$ cat src/rtl/encoder_16x4_seq.sv
// Sequential 16-to-4 encoder: accepts a multi-hot request word and streams out
// the binary index of each set bit, one beat per output handshake.
module encoder_16x4_seq #(
    parameter bit LSB_FIRST = 1'b1
) (
    input  logic        clk,
    input  logic        rst,
    input  logic        in_valid,
    output logic        in_ready,
    input  logic [15:0] in,
    output logic        out_valid,
    input  logic        out_ready,
    output logic [3:0]  out,
    output logic        out_last,
    output logic [4:0]  cnt,
    output logic        zero_err
);

    typedef enum logic {
        S_IDLE = 1'b0,
        S_EMIT = 1'b1
    } state_t;

    state_t      r_state;
    state_t      w_state_next;
    logic [15:0] r_pending;
    logic [15:0] w_pending_next;
    logic [4:0]  r_cnt;
    logic [4:0]  w_cnt_next;
    logic        r_zero_err;
    logic        w_zero_err_next;

    logic [3:0]  w_idx;
    logic [15:0] w_sel_mask;
    logic        w_last;
    logic [4:0]  w_popcount;

    // Index selection works only on the registered pending word, so out_ready
    // never reaches out or out_valid combinationally.
    generate
        if (LSB_FIRST) begin : g_lsb_first
            always_comb begin
                w_idx = 4'd0;
                for (int i = 15; i >= 0; i--) begin
                    if (r_pending[i]) begin
                        w_idx = 4'(i);
                    end
                end
            end
        end else begin : g_msb_first
            always_comb begin
                w_idx = 4'd0;
                for (int i = 0; i < 16; i++) begin
                    if (r_pending[i]) begin
                        w_idx = 4'(i);
                    end
                end
            end
        end
    endgenerate

    assign w_sel_mask = 16'd1 << w_idx;
    assign w_last     = (r_pending != 16'd0) &&
                        ((r_pending & (r_pending - 16'd1)) == 16'd0);

    always_comb begin
        w_popcount = 5'd0;
        for (int i = 0; i < 16; i++) begin
            w_popcount = w_popcount + {4'd0, in[i]};
        end
    end

    always_comb begin
        w_state_next    = r_state;
        w_pending_next  = r_pending;
        w_cnt_next      = r_cnt;
        w_zero_err_next = 1'b0;
        case (r_state)
            S_IDLE: begin
                if (in_valid) begin
                    w_pending_next = in;
                    w_cnt_next     = w_popcount;
                    if (in != 16'd0) begin
                        w_state_next = S_EMIT;
                    end else begin
                        w_zero_err_next = 1'b1;
                    end
                end
            end
            S_EMIT: begin
                if (out_ready) begin
                    w_pending_next = r_pending & ~w_sel_mask;
                    if (w_last) begin
                        w_state_next = S_IDLE;
                    end
                end
            end
            default: begin
                w_state_next   = S_IDLE;
                w_pending_next = 16'd0;
            end
        endcase
    end

    always_ff @(posedge clk or posedge rst) begin
        if (rst) begin
            r_state    <= S_IDLE;
            r_pending  <= 16'd0;
            r_cnt      <= 5'd0;
            r_zero_err <= 1'b0;
        end else begin
            r_state    <= w_state_next;
            r_pending  <= w_pending_next;
            r_cnt      <= w_cnt_next;
            r_zero_err <= w_zero_err_next;
        end
    end

    assign in_ready  = (r_state == S_IDLE);
    assign out_valid = (r_state == S_EMIT);
    assign out       = (r_pending == 16'd0) ? 4'd0 : w_idx;
    assign out_last  = w_last;
    assign cnt       = r_cnt;
    assign zero_err  = r_zero_err;

endmodule

$ cat config.mk
export PLATFORM = sky130hd
export DESIGN_NAME = encoder_16x4_seq
export DESIGN_NICKNAME = d
export VERILOG_FILES = /design/src/rtl/encoder_16x4_seq.sv
export SDC_FILE = /design/constraint.sdc
export NUM_CORES = 1
export LEC_CHECK = 0
export ABC_AREA = 1
export CAP_MARGIN = 30
export CORE_MARGIN = 2
export CORE_UTILIZATION = 50
export CTS_BUF_LIST = sky130_fd_sc_hd__clkbuf_4 sky130_fd_sc_hd__clkbuf_8 sky130_fd_sc_hd__clkbuf_16
export CTS_CLUSTER_SIZE = 8
export DETAILED_ROUTE_END_ITERATION = 10
export PLACE_DENSITY = 0.76
export RECOVER_POWER = 100
export SYNTH_ARGS = -nofsm -noshare
export SYNTH_HDL_FRONTEND = slang
export SYNTH_SLANG_ARGS = --single-unit
$ cat constraint.sdc
create_clock -name clk -period 5 [get_ports clk]
set_input_delay 1.5 -clock clk [delete_from_list [all_inputs] [get_ports clk]]
set_output_delay 1.5 -clock clk [all_outputs]
set_load 0.01 [all_outputs]
* Word level (Yosys, flattened, before mapping)
Index checks and enable logic that the tools add are counted.
** Storage, ports and cells
- Register bits :: 23
- Input port bits :: 20
- Output and inout port bits :: 13
- Logic and storage cells :: 62
** Operators by class
- $add $sub $neg :: 16
- Eq/ne operators :: 2
- Shift operators :: 1
- Multiplexer cells :: 28
- Bitwise operators :: 4
- Reductions and logical operators :: 7
** Operators with widths (number)
- $mux 4 :: 17
- $add 5x1->5 :: 11
- $and 16x16->16 :: 2
- $logic_not 16->1 :: 2
- $mux 16 :: 2
- $pmux 16 s2 :: 1
- $reduce_bool 16->1 :: 2
- $not 16->16 :: 1
- $shl 1x4->16 const A :: 1
- $sub 16x1->16 const B :: 1
- $mux 1 :: 7
- $add 4x1->5 :: 1
- $add 3x1->4 :: 1
- $ne 2x2->1 const B :: 2
- $reduce_and 2->1 :: 2
- $add 2x1->3 :: 1
- $add 1x1->2 :: 1
- $pmux 1 s2 :: 1
- $logic_and 1x1->1 :: 1
- $not 1->1 :: 1

* Logic depth before layout (Yosys ltp)
Gate-level depths: netlist of run 1.
- Word-level depth :: 21
- Depth in mapped cells :: 14
- Depth with buffers taken out :: 14

* Worst setup path before layout of run 1
No wires, ideal clock.
- Kind :: input port to flip-flop
- Start :: input in[0]
- End :: register r_cnt[2], in the netlist cnt[2]
- Library setup time :: 0.121 ns
- Data arrival time :: 4.417 ns
- Setup slack :: 0.462 ns
- Cell stages on the path :: 12
- Buffers on the path :: 0
- Path through :: fa_1 > inv_1 > fa_1 > fa_1 > fa_1 > inv_1 > ha_1 > inv_1 > fa_1 > nor2_1 > nor2_1 > a22o_1
** Between the ends
- Cells in the longest elaborated chain, start to end :: 15
** Ends and longest elaborated chain
- from (decl) :: line 10 : input logic [15:0] in,
- $add 1x1->2 :: line 69 : w_popcount = w_popcount + {4'd0, in[i]};
- $add 2x1->3 :: line 69
- $add 3x1->4 :: line 69
- $add 4x1->5 :: line 69
- $add 5x1->5 (11 in a row) :: line 69
- to (signal assigned) :: line 114 : r_cnt <= w_cnt_next;
- to (decl) :: line 28 : logic [4:0] r_cnt;
Every way passes these cells.
A chain may end at the register's enable or synchronous reset.

* Final worst setup path of run 1
- Start :: input in[13]
- End :: register r_cnt[2], in the netlist cnt[2]
** Between the ends
- Cells in the longest elaborated chain, start to end :: 3
** Ends and longest elaborated chain (line)
- $add 5x1->5 (3 in a row) :: 69
Every way passes these cells.

==> impl_metrics.env, run 1 <==
export IMPL_post_place_ws_ns=-0.128
export IMPL_path_buf_inv=4
export IMPL_nNetsFinal=340
export IMPL_status="complete, no violations"
export IMPL_ys_seq_area_frac=0.309
export IMPL_ys_types=27
export IMPL_r2r_start="out_valid$_DFF_PP0_"
export IMPL_slowest_delay_ns=0.58
export IMPL_hold_depth=2
export IMPL_die_y_um=65.0
export IMPL_fmax_ghz=0.206
export IMPL_crit_top_cell="fa_1"
export IMPL_portBuffers=32
export IMPL_r2r_end="r_pending[7]$_DFFE_PP0P_"
export IMPL_grt_antenna_before_repair=0
export IMPL_clk_latency_ns=0.28
export IMPL_wl_per_cell_um=12.7
export IMPL_synth_nets=299
export IMPL_cts_clk_slew_worst_paths_ns=0.09
export IMPL_peakVddDrop_v=0.000199
export IMPL_cts_resized=0
export IMPL_cts_setup_buffers=0
export IMPL_mostFrequentLayoutCell="nand2_1"
export IMPL_yosys_warnings=0
export IMPL_grt_max_degree=24
export IMPL_finalSetupTns_ns=0
export IMPL_synth_cell_area_um2=1860
export IMPL_cts_tree="yes"
export IMPL_ff2ff_path_depth=6
export IMPL_ant_nets=0
export IMPL_remaining_drc_errors=0
export IMPL_p_per_area_nw_per_um2=378
export IMPL_cp_start_kind="input pin"
export IMPL_cts_made_buffers=3
export IMPL_setup_viol=0
export IMPL_fin_area_um2=2330
export IMPL_diodes=0
export IMPL_crit_path_top_delay_cell="dlygate4sd3_1"
export IMPL_synthCells=263
export IMPL_arrival_ns=5.03
export IMPL_synth_area_per_cell_um2=7.08
export IMPL_final_cell_mix="nand2_1, inv_1, nor2_1"
export IMPL_p_total_uw=881
export IMPL_areaGrowthSynthToFinish_pct=25.3
export IMPL_detailed_place_hpwl_um=3610
export IMPL_worst_pin_slew_ns=0.902
export IMPL_fill_cells=363
export IMPL_placedInstanceArea_um2=2290
export IMPL_grt_pass1_vias=1745
export IMPL_min_delay_worst_endpoint="cnt[3]$_DFFE_PP0P_"
export IMPL_grt_total_usage=0.240
export IMPL_multi_input_area_um2=1100
export IMPL_rsz0062_at_grt="false"
export IMPL_htreeDepth=1
export IMPL_clkSinkCount=23
export IMPL_crit_fanout=2
export IMPL_hold_class="reg2reg"
export IMPL_relSlewSlack=0.398
export IMPL_drive_gt1_frac=0.0792
export IMPL_finalWorstSetupSlack_ns=0.149
export IMPL_num_io_pins=33
export IMPL_finClkSkew_ns=0.00544
export IMPL_critPathRequiredTime_ns=5.18
export IMPL_min_period_ns=4.85
export IMPL_cts_root_buf="clkbuf_8"
export IMPL_synth_seq_cells=23
export IMPL_slew_violations=0
export IMPL_p_leak_uw=0.00118
export IMPL_crit_chain="dlygate4sd3_1 > fa_1 > fa_1 > inv_1 > fa_1 > fa_1 > inv_1 > ha_1 > inv_1 > fa_1 > nor2_2 > nor2_1 > a22o_1"
export IMPL_hold_viol_final=0
export IMPL_dr_pass1_iters=4
export IMPL_drt_total_wl_um=4480
export IMPL_critPathTopFamily="adder cells"
export IMPL_r2r_slack_ns=2.66
export IMPL_core_area_um2=3630
export IMPL_die_w_um=65.0
export IMPL_start_util=0.512
export IMPL_dieArea_um2=4230
export IMPL_grt_overflow_total=0
export IMPL_initialDrtViolationCount=105
export IMPL_regArea_um2=576
export IMPL_max_cap_viol_count=0
export IMPL_final_cells=351
export IMPL_dp_cells=347
export IMPL_num_rows=22
export IMPL_vias=1791
export IMPL_gp_congestion=0.842
export IMPL_grt_pass1_wl_um=7810
export IMPL_cp_end_kind="flip-flop"
export IMPL_ctsHoldBuffers=0
export IMPL_critical_path_class="in2reg"
export IMPL_cts_buffer_depth=2
export IMPL_min_from="cnt[3]$_DFFE_PP0P_"
export IMPL_finalCritPeriodShare=0.970
export IMPL_via_per_inst=5.10
layer usage:
metal	routed length [um]	track usage	vias to the layer above
met5	0	0	-
met1	2170	0.339	840
met2	2130	0.392	36
li1	-	-	910
met4	72	0.0859	0
met3	106	0.0156	5
final cells by class:
class                      count  area share
multi-input combinational    192       0.471
sequential                    23       0.247
timing repair buffer          42       0.168
inverter                      42      0.0676
tap                           48      0.0258
clock buffer                   3      0.0177
clock inverter                 1     0.00322
sequential cells by signal, summed over array words and instances (netlist names):
signal	flops
zero_err	1
cnt	5
r_pending	16
out_valid	1
per-stage QoR:
step | hold slack (ns) | util
floorplan | 0.515 | -
global placement | 0.463 | 0.629
detailed placement | 0.467 | 0.629
CTS | 0.488 | 0.643
global route | 0.508 | 0.642
finish | 0.477 | 0.642
worst register-to-register path, stage by stage (launching register included):
cell,delay [ns]
dfrtp_1,0.59
inv_1,0.37
nand2_1,0.09
buf_4,0.21
nand2_1,0.52
o21ai_0,0.22
o22a_1,0.22
power by group:
group          leakage [uW]  total (uW)  internal, uW  switching (uW)
clock network     0.0000217         123          56.7            66.4
logic              0.000886         447           196             252
registers          0.000271         311           244            66.7
total               0.00118         881           497             385
synthesized netlist by cell type:
cell type | number | area, um2
a21oi_1 | 16 | 80.1
a22o_1 | 1 | 8.76
a31oi_1 | 1 | 6.26
buf_6 | 1 | 11.3
clkbuf_1 | 5 | 18.8
dfrtp_1 | 23 | 576
fa_1 | 10 | 200
ha_1 | 6 | 75.1
inv_1 | 39 | 146
inv_2 | 3 | 11.3
nand2_1 | 63 | 236
nand2_2 | 2 | 12.5
nand2_4 | 1 | 11.3
nand3_1 | 16 | 80.1
nand4_1 | 3 | 18.8
nor2_1 | 37 | 139
nor2_2 | 2 | 12.5
nor2_4 | 2 | 22.5
nor2_8 | 1 | 20.0
nor3_1 | 1 | 5.00
nor3_2 | 1 | 10.0
nor4_1 | 2 | 12.5
o211ai_1 | 2 | 15.0
o21ai_0 | 12 | 60.1
o21ai_1 | 11 | 55.1
o22a_1 | 1 | 8.76
xnor2_1 | 1 | 8.76
cells by family after synthesis:
kind of cell	count (synthesis)	share of synthesized area
simple gates	131	0.312
buf+inv	48	0.101
compound gates	44	0.126
flops	23	0.309
fa+ha+maj	16	0.148
xor+xnor	1	0.00471
worst max path at each step:
stage | cells past startpoint | start | to | slack (ns)
3_5_place_dp | 13 | in[0] | cnt[2]$_DFFE_PP0P_ | -0.13
5_1_grt | 13 | in[0] | cnt[2]$_DFFE_PP0P_ | 0.004
6_report | 13 | in[13] | cnt[2]$_DFFE_PP0P_ | 0.15
4_1_cts | 13 | in[0] | cnt[2]$_DFFE_PP0P_ | 0.19
3_3_place_gp | 13 | in[0] | cnt[2]$_DFFE_PP0P_ | -0.08
2_1_floorplan | 12 | in[0] | cnt[2]$_DFFE_PP0P_ | 0.46
Power figures use the tool's default switching activity.
==> inputs of run 2 (changes only) <==
==> constraint.sdc (replaced) <==
create_clock -name clk -period 5 [get_ports clk]
set_input_delay 1.5 -clock clk [delete_from_list [all_inputs] [get_ports clk]]
set_output_delay 1.5 -clock clk [all_outputs]
set_load 0.02 [all_outputs]
==> impl_metrics.env, run 2 (synthesized netlist as in run 1, its figures left out) <==
export IMPL_status="complete, no violations"
export IMPL_areaGrowthSynthToFinish_pct=25.4
export IMPL_vias=1789
export IMPL_core_area_um2=3630
export IMPL_htreeDepth=1
export IMPL_gp_congestion=0.842
export IMPL_crit_path_top_delay_cell="dlygate4sd3_1"
export IMPL_p_int_uw=497
export IMPL_min_period_ns=4.85
export IMPL_die_w_um=65.0
export IMPL_rsz0062_at_grt="false"
export IMPL_start_util=0.512
export IMPL_nNetsFinal=340
export IMPL_worst_pin_slew_ns=0.901
export IMPL_setup_viol=0
export IMPL_dp_cells=347
export IMPL_mostFrequentLayoutCell="nand2_1"
export IMPL_cts_setup_buffers=0
export IMPL_die_y_um=65.0
export IMPL_drt_total_wl_um=4480
export IMPL_portBuffers=32
export IMPL_max_cap_viol_count=0
export IMPL_hold_viol_final=0
export IMPL_cts_buffer_depth=2
export IMPL_finClkSkew_ns=0.00562
export IMPL_remaining_drc_errors=0
export IMPL_fin_area_um2=2330
export IMPL_slowest_delay_ns=0.58
export IMPL_dr_pass1_iters=4
export IMPL_dieArea_um2=4230
export IMPL_p_switching_uw=405
export IMPL_clkPwrFrac=0.136
export IMPL_critical_path_class="in2reg"
export IMPL_grt_antenna_before_repair=0
export IMPL_initialDrtViolationCount=103
export IMPL_combPwrFrac=0.518
export IMPL_relSlewSlack=0.399
export IMPL_p_leak_uw=0.00118
export IMPL_final_cells=351
export IMPL_cts_made_buffers=3
export IMPL_via_per_inst=5.10
export IMPL_largest_reg_flops=16
export IMPL_final_cell_mix="nand2_1, inv_1, nor2_1"
export IMPL_crit_top_cell="fa_1"
export IMPL_slew_violations=0
export IMPL_ant_nets=0
export IMPL_diodes=0
export IMPL_grt_overflow_total=0
export IMPL_grt_pass1_vias=1745
export IMPL_path_buf_inv=4
export IMPL_detailed_place_hpwl_um=3610
export IMPL_grt_total_usage=0.240
export IMPL_top_register="r_pending"
export IMPL_cts_tree="yes"
export IMPL_clkSinkCount=23
export IMPL_grt_max_degree=24
export IMPL_sw_frac_of_total=0.449
export IMPL_clk_latency_ns=0.28
export IMPL_fmax_ghz=0.206
export IMPL_num_rows=22
export IMPL_drive_gt1_frac=0.0858
export IMPL_ctsHoldBuffers=0
export IMPL_cp_end_kind="flip-flop"
export IMPL_num_io_pins=33
export IMPL_finalCritPeriodShare=0.970
export IMPL_peakVddDrop_v=0.000211
export IMPL_cp_start_kind="input pin"
export IMPL_p_per_area_nw_per_um2=387
export IMPL_critPathTopFamily="adder cells"
export IMPL_wl_per_cell_um=12.8
export IMPL_cts_resized=0
export IMPL_grt_pass1_wl_um=7810
export IMPL_hold_class="reg2reg"
export IMPL_crit_chain="dlygate4sd3_1 > fa_1 > fa_1 > inv_1 > fa_1 > fa_1 > inv_1 > ha_1 > inv_1 > fa_1 > nor2_2 > nor2_1 > a22o_1"
export IMPL_r2r_slack_ns=2.74
export IMPL_critPathRequiredTime_ns=5.18
export IMPL_cts_root_buf="clkbuf_8"
export IMPL_placedInstanceArea_um2=2290
export IMPL_cts_clk_slew_worst_paths_ns=0.09
export IMPL_arrival_ns=5.03
export IMPL_crit_fanout=2
export IMPL_p_seq_frac=0.346
run 2: cell count changes in the layout (fill, tap and decap cells not counted):
cell	previous run	this run
inv_2	2	3
dlygate4sd3_1	14	16
inv_1	40	39
nor2_2	2	3
clkdlybuf4s50_1	18	16
nor2_1	37	36
run 2: final timing paths:
check                               startpoint                   endpoint  depth (start not counted)
setup / recovery                        in[13]         cnt[2]$_DFFE_PP0P_                         13
hold / removal              cnt[3]$_DFFE_PP0P_         cnt[3]$_DFFE_PP0P_                          2
setup reg to reg           out_valid$_DFF_PP0_   r_pending[7]$_DFFE_PP0P_                          4
hold reg to reg             cnt[3]$_DFFE_PP0P_         cnt[3]$_DFFE_PP0P_                          2
max in group asynchronous                  rst   r_pending[1]$_DFFE_PP0P_                          2
min in group asynchronous                  rst  r_pending[13]$_DFFE_PP0P_                          2
run 2: stage by stage:
step	setup WS, ns	hold slack [ns]	util	total power, uW	TNS, ns
after global placement	-0.0779	0.463	0.629	778	-0.0779
final	0.149	0.477	0.643	903	0
after floorplan	0.462	0.553	-	640	0
after CTS	0.187	0.488	0.643	918	0
after global routing	0.00405	0.508	0.643	990	0
after detailed placement	-0.128	0.467	0.629	794	-0.144
run 2: area by class of cell:
| cell class | count | area, um2 |
|---|---|---|
| clock buffers | 3 | 41.3 |
| clock inverters | 1 | 7.51 |
| fillers | 362 | 1300 |
| inverters | 42 | 158 |
| multi-input cells | 192 | 1100 |
| flip-flops and latches | 23 | 576 |
| well taps | 48 | 60.1 |
| repair buffers | 42 | 392 |
run 2: power groups by stage:
stage	clock network, uW	registers, uW	logic (uW)
floorplan	0	323	317
global placement	0	315	463
detailed placement	0	315	478
CTS	127	312	478
global route	131	323	536
finish	123	312	468
run 2: routing by layer:
layer | track usage | routed length (um)
met1 | 0.339 | 2170
met2 | 0.392 | 2130
met3 | 0.0156 | 100
met4 | 0.0859 | 72
met5 | 0 | 0
run 2: worst register-to-register path: cells and delay by family, from the launching register on:
| kind | cells | cell delay (ns) |
|---|---|---|
| flops | 1 | 0.71 |
| compound gates | 2 | 0.45 |
| simple gates | 2 | 1.00 |
==> inputs of run 3 (changes only) <==
clock period = 5.29 ns   (was 5 ns; I/O delays follow)
==> impl_metrics.env, run 3 (synthesized netlist as in run 1, its figures left out) <==
export IMPL_gp_congestion=0.866
export IMPL_p_switching_uw=387
export IMPL_finalSetupTns_ns=0
export IMPL_finish_utilization=0.622
export IMPL_top_register="r_pending"
export IMPL_path_buf_inv=4
export IMPL_vias=1740
export IMPL_start_util=0.512
export IMPL_largest_reg_flops=16
export IMPL_p_per_area_nw_per_um2=378
export IMPL_fill_cells=350
export IMPL_cts_tree="yes"
export IMPL_cp_start_kind="input pin"
export IMPL_core_area_um2=3630
export IMPL_slowest_delay_ns=0.60
export IMPL_hold_viol_final=0
export IMPL_cp_depth=13
export IMPL_finClkSkew_ns=0.00270
export IMPL_crit_top_cell="fa_1"
export IMPL_critPathTopFamily="adder cells"
export IMPL_die_w_um=65.0
export IMPL_dieArea_um2=4230
export IMPL_wl_per_cell_um=12.9
export IMPL_arrival_ns=5.19
export IMPL_peakVddDrop_v=0.000206
export IMPL_cp_end_kind="flip-flop"
export IMPL_p_leak_uw=0.00114
export IMPL_combPwrFrac=0.514
export IMPL_cts_buffer_depth=2
export IMPL_cts_clk_slew_worst_paths_ns=0.09
export IMPL_clkPwrFrac=0.136
export IMPL_cts_setup_buffers=0
export IMPL_finalCritPeriodShare=0.949
export IMPL_portBuffers=32
export IMPL_nNetsFinal=330
export IMPL_num_io_pins=33
export IMPL_p_int_uw=467
export IMPL_drt_total_wl_um=4410
export IMPL_final_cell_mix="nand2_1, inv_1, nor2_1"
export IMPL_setup_viol=0
export IMPL_remaining_drc_errors=0
export IMPL_crit_fanout=3
export IMPL_die_y_um=65.0
export IMPL_dr_pass1_iters=4
export IMPL_ctsHoldBuffers=0
export IMPL_status="complete, no violations"
export IMPL_hold_class="reg2reg"
export IMPL_crit_chain="dlygate4sd3_1 > fa_1 > fa_1 > inv_1 > fa_1 > fa_1 > inv_1 > ha_1 > inv_1 > fa_1 > nor2_1 > nor2_1 > a22o_1"
export IMPL_grt_antenna_before_repair=0
export IMPL_critical_path_class="in2reg"
export IMPL_fmax_ghz=0.199
export IMPL_mostFrequentLayoutCell="nand2_1"
export IMPL_multi_input_area_um2=1100
export IMPL_grt_overflow_total=0
export IMPL_ant_nets=0
export IMPL_grt_total_usage=0.239
export IMPL_areaGrowthSynthToFinish_pct=21.3
export IMPL_cts_resized=0
export IMPL_htreeDepth=1
export IMPL_via_per_inst=5.10
export IMPL_cts_root_buf="clkbuf_8"
export IMPL_grt_pass1_wl_um=7780
export IMPL_sw_frac_of_total=0.453
export IMPL_relSlewSlack=0.400
export IMPL_rsz0062_at_grt="false"
export IMPL_p_seq_frac=0.350
export IMPL_max_cap_viol_count=0
export IMPL_clkSinkCount=23
export IMPL_drive_gt1_frac=0.0546
export IMPL_grt_max_degree=24
export IMPL_initialDrtViolationCount=99
export IMPL_slew_violations=0
export IMPL_grt_pass1_vias=1712
export IMPL_min_period_ns=5.02
export IMPL_ff2ff_path_depth=4
export IMPL_crit_path_top_delay_cell="dlygate4sd3_1"
export IMPL_cts_made_buffers=3
export IMPL_critPathRequiredTime_ns=5.46
export IMPL_num_rows=22
export IMPL_regArea_um2=576
export IMPL_worst_pin_slew_ns=0.899
export IMPL_detailed_place_hpwl_um=3560
export IMPL_diodes=0
export IMPL_hold_depth=2
export IMPL_clk_latency_ns=0.28
-- run 3: cell types whose count changed in the layout (fill, tap and decap cells not counted), sizes merged --
cell	change
buf	-9
clkbuf	-1
clkinv	+1
clkinvlp	-1
-- run 3: per-layer routing --
layer  up-vias  part of all wire  GRT usage
met3         7             0.045     0.0278
met5         -                 0          0
met2        49              0.45      0.371
met1       791              0.49      0.347
met4         0             0.016     0.0833
li1        893                 -          -
-- run 3: final timing paths --
path	slack (ns)	endpoint	from
worst max-delay path	0.27	cnt[2]$_DFFE_PP0P_	in[13]
worst min-delay path	0.48	cnt[3]$_DFFE_PP0P_	cnt[3]$_DFFE_PP0P_
worst max register to register	2.78	r_pending[7]$_DFFE_PP0P_	out_valid$_DFF_PP0_
worst min register to register	0.48	cnt[3]$_DFFE_PP0P_	cnt[3]$_DFFE_PP0P_
max in group asynchronous	2.81	r_pending[7]$_DFFE_PP0P_	rst
min in group asynchronous	1.94	zero_err$_DFF_PP0_	rst
-- run 3: power by group through the flow --
stage / combinational, uW / clock [uW] / sequential (uW)
2_1_floorplan: 299 / 0 / 306
3_3_place_gp: 433 / 0 / 300
3_5_place_dp: 451 / 0 / 301
4_1_cts: 452 / 116 / 298
5_1_grt: 504 / 124 / 310
6_report: 439 / 116 / 299
-- run 3: worst min-delay path: cells and delay by family, from the launching register on --
kind             cells  cell delay, ns
flip-flops           1            0.34
AND/OR/NAND/NOR      2            0.11
-- run 3: final cells by class --
class	count	area share
Clock inverter	1	0.00222
Tap cell	48	0.0266
Sequential cell	23	0.255
Timing Repair Buffer	32	0.142
Multi-Input combinational cell	192	0.486
Clock buffer	3	0.0183
Inverter	42	0.0698
-- run 3: stage by stage --
| step | instance area, um2 | total power [uW] | worst slack, ns | hold slack [ns] | std cells |
|---|---|---|---|---|---|
| global route | 2260 | 938 | 0.128 | 0.508 | 341 |
| floorplan | 1860 | 605 | 0.665 | 0.553 | 263 |
| global placement | 2210 | 732 | 0.0936 | 0.463 | 337 |
| CTS | 2260 | 866 | 0.311 | 0.487 | 341 |
| detailed placement | 2210 | 752 | 0.00915 | 0.467 | 337 |
| finish | 2260 | 854 | 0.269 | 0.477 | 341 |
